==> config.mk <==
export PLATFORM = sky130hd
export DESIGN_NAME = lcd1602_cmd_sched
export DESIGN_NICKNAME = d
export VERILOG_FILES = /design/src/rtl/lcd1602_cmd_sched.sv
export SDC_FILE = /design/constraint.sdc
export NUM_CORES = 1
export LEC_CHECK = 0
export CORE_MARGIN = 10
export CORE_UTILIZATION = 38
export CTS_BUF_LIST = sky130_fd_sc_hd__clkbuf_8 sky130_fd_sc_hd__clkbuf_16
export DETAILED_ROUTE_END_ITERATION = 8
export PLACE_DENSITY = 0.68
export SYNTH_ARGS = -nofsm -noshare
export SYNTH_HDL_FRONTEND = slang
export SYNTH_SLANG_ARGS = --single-unit
==> constraint.sdc <==
create_clock -name pclk -period 2.5 [get_ports pclk]
set_clock_uncertainty 0.2 [all_clocks]
set_input_delay 0.25 -clock pclk [delete_from_list [all_inputs] [get_ports pclk]]
set_output_delay 0.25 -clock pclk [all_outputs]
set_load 0.005 [all_outputs]
==> src/rtl/lcd1602_cmd_sched.sv <==
`default_nettype none
// lcd1602_cmd_sched: HD44780 bus sequencer with power-up init and a command FIFO.
// Optional LCD_BUSY_POLL_EN replaces fixed execution waits with busy-flag polling.
module lcd1602_cmd_sched #(
  parameter int FIFO_DEPTH   = 4,
  parameter int T_PWRUP      = 20,
  parameter int T_SETUP      = 2,
  parameter int T_EN         = 4,
  parameter int T_HOLD       = 2,
  parameter int T_WAIT_SHORT = 10,
  parameter int T_WAIT_LONG  = 40
) (
  input  logic                          pclk,
  input  logic                          presetn,
  input  logic                          cmd_valid,
  output logic                          cmd_ready,
  input  logic                          cmd_rs,
  input  logic [7:0]                    cmd_data,
  output logic [$clog2(FIFO_DEPTH):0]   fifo_level,
  output logic                          init_done,
  output logic                          busy,
  output logic                          lcd_en,
  output logic                          lcd_rw,
  output logic                          lcd_rs,
  output logic [7:0]                    lcd_data_o,
  output logic                          lcd_data_oe,
  input  logic [7:0]                    lcd_data_i
);

  function automatic int imax(input int a, input int b);
    return (a > b) ? a : b;
  endfunction

  localparam int AW    = $clog2(FIFO_DEPTH);
  localparam int LW    = AW + 1;
  localparam int T_MAX = imax(imax(imax(T_PWRUP, T_SETUP), imax(T_EN, T_HOLD)),
                              imax(T_WAIT_SHORT, T_WAIT_LONG));
  localparam int CW    = $clog2(T_MAX + 2);

  // A state lasts max(T,1) cycles, so it exits once cnt reaches T-1 (0 for T<=1).
  function automatic logic [CW-1:0] last_of(input int t);
    return (t <= 1) ? '0 : CW'(t - 1);
  endfunction

  localparam logic [CW-1:0] L_PWRUP = last_of(T_PWRUP);
  localparam logic [CW-1:0] L_SETUP = last_of(T_SETUP);
  localparam logic [CW-1:0] L_EN    = last_of(T_EN);
  localparam logic [CW-1:0] L_HOLD  = last_of(T_HOLD);
  localparam logic [CW-1:0] L_WLONG = last_of(T_WAIT_LONG);

  typedef enum logic [3:0] {
    ST_PWRUP, ST_LOAD, ST_IDLE, ST_SETUP, ST_EN_HI, ST_HOLD, ST_WAIT,
    ST_POLL_SETUP, ST_POLL_EN, ST_POLL_HOLD
  } state_t;

  state_t        state, state_nx;
  logic [CW-1:0] cnt;
  logic [2:0]    init_cnt;
  logic          rs_q;
  logic [7:0]    data_q;
  logic          bf_q;
  logic [CW-1:0] wait_last;
  logic          cmd_done;
  logic          poll_phase;

  logic [8:0]    mem [FIFO_DEPTH];
  logic [AW-1:0] wr_ptr, rd_ptr;
  logic          push, pop, fifo_empty;

  logic unused_data_i;
  assign unused_data_i = ^lcd_data_i;

  function automatic logic [7:0] init_rom(input logic [1:0] idx);
    case (idx)
      2'd0:    return 8'h38;
      2'd1:    return 8'h0C;
      2'd2:    return 8'h06;
      default: return 8'h01;
    endcase
  endfunction

  assign fifo_empty = (fifo_level == '0);
  assign cmd_ready  = (fifo_level != LW'(FIFO_DEPTH));
  assign push       = cmd_valid && cmd_ready;
  assign pop        = (state == ST_LOAD) && init_done && !fifo_empty;

  always_ff @(posedge pclk) begin
    if (!presetn) begin
      wr_ptr     <= '0;
      rd_ptr     <= '0;
      fifo_level <= '0;
    end else begin
      if (push) wr_ptr <= wr_ptr + 1'b1;
      if (pop)  rd_ptr <= rd_ptr + 1'b1;
      case ({push, pop})
        2'b10:   fifo_level <= fifo_level + 1'b1;
        2'b01:   fifo_level <= fifo_level - 1'b1;
        default: fifo_level <= fifo_level;
      endcase
    end
  end

  always_ff @(posedge pclk) begin
    if (push) mem[wr_ptr] <= {cmd_rs, cmd_data};
  end

`ifdef LCD_BUSY_POLL_EN
  // Only the first init command (before BF is meaningful) takes a fixed wait.
  assign wait_last = L_WLONG;
`else
  localparam logic [CW-1:0] L_WSHORT = last_of(T_WAIT_SHORT);
  assign wait_last = (!rs_q && (data_q == 8'h01 || data_q == 8'h02 || data_q == 8'h03))
                     ? L_WLONG : L_WSHORT;
`endif

  always_comb begin
    state_nx = state;
    case (state)
      ST_PWRUP: if (cnt >= L_PWRUP) state_nx = ST_LOAD;
      ST_LOAD:  state_nx = (!init_done || !fifo_empty) ? ST_SETUP : ST_IDLE;
      ST_IDLE:  if (!fifo_empty) state_nx = ST_LOAD;
      ST_SETUP: if (cnt >= L_SETUP) state_nx = ST_EN_HI;
      ST_EN_HI: if (cnt >= L_EN) state_nx = ST_HOLD;
      ST_HOLD: begin
        if (cnt >= L_HOLD) begin
`ifdef LCD_BUSY_POLL_EN
          state_nx = (init_cnt == 3'd1 && !init_done) ? ST_WAIT : ST_POLL_SETUP;
`else
          state_nx = ST_WAIT;
`endif
        end
      end
      ST_WAIT:  if (cnt >= wait_last) state_nx = ST_LOAD;
`ifdef LCD_BUSY_POLL_EN
      ST_POLL_SETUP: if (cnt >= L_SETUP) state_nx = ST_POLL_EN;
      ST_POLL_EN:    if (cnt >= L_EN) state_nx = ST_POLL_HOLD;
      ST_POLL_HOLD:  if (cnt >= L_HOLD) state_nx = bf_q ? ST_POLL_SETUP : ST_LOAD;
`endif
      default:  state_nx = ST_PWRUP;
    endcase
  end

  assign cmd_done = (state_nx == ST_LOAD) && ((state == ST_WAIT) || (state == ST_POLL_HOLD));

  always_ff @(posedge pclk) begin
    if (!presetn) begin
      state     <= ST_PWRUP;
      cnt       <= '0;
      init_cnt  <= '0;
      init_done <= 1'b0;
      rs_q      <= 1'b0;
      data_q    <= 8'h00;
      bf_q      <= 1'b0;
    end else begin
      state <= state_nx;
      if (state_nx != state) cnt <= '0;
      else if (cnt != '1)    cnt <= cnt + 1'b1;

      if (state == ST_LOAD && state_nx == ST_SETUP) begin
        if (!init_done) begin
          rs_q     <= 1'b0;
          data_q   <= init_rom(init_cnt[1:0]);
          init_cnt <= init_cnt + 3'd1;
        end else begin
          {rs_q, data_q} <= mem[rd_ptr];
        end
      end

      if (cmd_done && init_cnt == 3'd4) init_done <= 1'b1;
      if (state == ST_POLL_EN && state_nx != ST_POLL_EN) bf_q <= lcd_data_i[7];
    end
  end

  assign poll_phase  = (state == ST_POLL_SETUP) || (state == ST_POLL_EN) ||
                       (state == ST_POLL_HOLD);
  assign lcd_en      = (state == ST_EN_HI) || (state == ST_POLL_EN);
`ifdef LCD_BUSY_POLL_EN
  assign lcd_rw      = poll_phase;
`else
  assign lcd_rw      = 1'b0;
`endif
  assign lcd_rs      = poll_phase ? 1'b0 : rs_q;
  assign lcd_data_o  = data_q;
  assign lcd_data_oe = (state == ST_SETUP) || (state == ST_EN_HI) || (state == ST_HOLD);
  assign busy        = (state != ST_IDLE) || !fifo_empty;

endmodule
`default_nettype wire

==> reports/metrics.yaml <==
drtIter0Drc: 107
holdPathStages: 1
dpl.cell_count: 426
synth.top_cells.by_count: "36 x edfxtp_1, 32 x dfxtp_1, 20 x nor2_1"
drive_above_1_share_pct: 20.94
cts_buffers: 9
synthCells: 277
ys_async_sr_fraction_pct: 0
num_vias: 2297
worstSetupPathType: "flop to flop"
ff2ff_path_depth: 9
timing.rr.end: "cnt[2]$_SDFFE_PP0P_"
grt_pass1_wl_mm: 11.25
drc: 0
stdcell_count: 444
worst_pin_slew_ns: 0.5625
critPathLaunch: "lcd_data_o[7]$_SDFFE_PN0P_"
io_buffers: 28
setup_ws_ns: -0.4962
top_layer: "met4"
gp_congestion: 0.8489
dr_wl_met3_um: 211
dr.pass1.iters: 4
cp-start-kind: "flop"
synth_area_sq_mm: 0.003236
final_hold_viol_count: 0
synth_top_area_share_pct: 33.41
finalCriticalPeriod_ns: 2.996
synth-main-ff-cell: "edfxtp_1"
layout.nets: 372
met1_length_mm: 3.194
critPathRequiredTime_ns: 2.54
peakVddDrop_mv: 0.4692
synth_top_area_cell: "edfxtp_1"
cts-htree-levels: 3
hpwlAfterDp_mm: 5.051
wl_mm: 6.884
area_growth_pct: 25.60
via_per_inst: 5.173
rrSetupSlack_ns: -0.50
die_h_um: 112.3
rsz0062_at_grt: "yes"
clock-sinks: 68
synth.area.top_cells: "edfxtp_1 33%, dfxtp_1 20%, ha_1 6.6%"
yosys_register_bits: 68
wl_met2_mm: 3.381
wl_per_cell_um: 15.50
fillers: 752
final_area_sq_mm: 0.004064
fmax_mhz: 333.8
maxCapViolations: 0
rows: 33
endpoint_kind: "flop"
arrival_ns: 3.03
yosysMostFrequentCell: "edfxtp_1"
min_to: "mem[2][7]$_DFFE_PP_"
io_pins: 38
max_slew_margin_pct: 62.25
p_leak_uw: 0.001473
slew_viol_final: 0
cts_tree: "built"
clk_path_buf_depth: 2
synth_seq_area_share_pct: 53.21
hp-class: "input port to flop"
timing.rr.start: "lcd_data_o[7]$_SDFFE_PN0P_"
violations: "setup timing"
outcome: "finished, violations left"
period_share_pct: 119.8
grt_pass1_vias: 2306
yosysWarnings: 0
antenna_cells: 0
synth_edf_count: 36
setup_violations: 10
avgSynthCellArea_sq_um: 11.68
hold_start: "cmd_data[7]"
core_area_sq_mm: 0.008258
grt_max_degree: 18
clk_latency_ns: 0.35
dieWidth_um: 112.3
grt_overflow: 0
power.density_mw_per_mm2: 561.1
dieArea_sq_mm: 0.01261
critPathMaxFanout: 6
root_buffer: "clkbuf_8"
synth.distinct_cells: 54
path_clk_slew_ns: 0.08
dpl_cell_area_sq_mm: 0.003802
hold_buffers: 0
grt_usage_pct: 11.02
antenna_found_initial: 0
antenna_left: 0
start_util_pct: 39.18
## how the worst max path moves through the flow
stage / end / slack, ns / cells past startpoint
CTS: cnt[4]$_SDFFE_PP0P_ / -0.46 / 9
global route: cnt[2]$_SDFFE_PP0P_ / -0.67 / 9
detailed placement: cnt[4]$_SDFFE_PP0P_ / -0.48 / 9
floorplan: cnt[2]$_SDFFE_PP0P_ / -0.19 / 9
global placement: cnt[4]$_SDFFE_PP0P_ / -0.37 / 9
finish: cnt[2]$_SDFFE_PP0P_ / -0.50 / 9
## metrics by stage
step	total power (uW)	hold slack, ns	setup slack (ns)	setup TNS (ns)	utilization [%]
floorplan	1335	0.1489	-0.1878	-0.7632	-
global placement	1402	0.2918	-0.3708	-2.263	46.05
detailed placement	1408	0.3197	-0.4797	-3.165	46.05
CTS	2310	0.3095	-0.4621	-3.241	48.97
global route	2383	0.3324	-0.6668	-4.841	49.21
finish	2280	0.3275	-0.4962	-3.295	49.21
## critical path, cell delays in order (launching register included)
cell and delay, ns:
dfxtp_2 0.33, nor4_2 0.25, buf_4 0.15, o211ai_1 0.16, inv_1 0.14, ha_4 0.21, a211o_1 0.25, a221o_1 0.37
a2111o_1 0.49, a2111oi_2 0.33
## kinds of logic (layout without fill, tap and decap cells)
logic type,after synthesis,count (layout),synth area share (%)
AND/OR/NAND/NOR,79,79,13.19
flip-flops,68,68,53.21
AO/OA/AOI/OAI,60,60,12.80
buffers and inverters,30,91,3.944
adder cells (fa/ha/maj),18,18,7.192
XOR/XNOR,11,11,2.977
multiplexers,10,10,6.574
other,1,2,0.1159
## metal layers
layer	vias up	global-route usage [%]
li1	1134	-
met1	1106	12.97
met2	44	18.31
met3	13	2.716
met4	0	5.499
met5	-	0
## cell usage in the layout, fill, tap and decap left out, drive strengths merged, types with 3 or more instances in the layout
master | netlist | routed
o21ai | 9 | 9
edfxtp | 36 | 36
ha | 17 | 17
a21o | 6 | 6
nand2 | 16 | 16
nor4 | 3 | 3
clkinv | 0 | 5
or3 | 6 | 6
dfxtp | 32 | 32
xnor2 | 6 | 6
clkbuf | 7 | 9
xor2 | 5 | 5
a211oi | 5 | 5
a22oi | 4 | 4
nand2b | 3 | 3
nand3 | 8 | 8
o21a | 3 | 3
o211ai | 4 | 4
nor3 | 7 | 7
buf | 6 | 30
and3 | 6 | 6
inv | 17 | 18
a21oi | 15 | 15
mux4 | 9 | 9
nor2 | 20 | 20
clkdlybuf4s50 | 0 | 27
## timing repair
| action | in CTS | in global routing |
|---|---|---|
| gates cloned | 0 | 0 |
| gates resized for setup | 5 | 4 |
| endpoints found under the setup margin | 11 | 11 |
| setup buffers | 2 | 0 |
| pin swaps | 0 | 4 |
## sequential cells by signal (all words and copies together), names as in the netlist, named ones only
signal,cells
cnt,6
fifo_level,3
init_cnt,3
init_done,1
lcd_data_o,8
mem,36
rd_ptr,2
rs_q,1
state,4
wr_ptr,2
## report_power, final
group | total, uW | internal [uW] | leakage (uW) | switching [uW]
sequential | 1230 | 1210 | 0.000590 | 16.7
clock | 897 | 465 | 0.000104 | 432
combinational | 154 | 72.0 | 0.000779 | 81.9
## area by class of cell
cell class	count	area, sq um	share of cell area [%]
clock buffer	9	123.9	3.048
sequential	68	1723	42.40
tap	105	131.4	3.233
inverter	17	63.81	1.570
timing repair buffer	58	504.2	12.41
multi-input combinational	180	1443	35.50
clock inverter	7	75.07	1.847
Note: power is estimated with default switching activity, not from simulation.
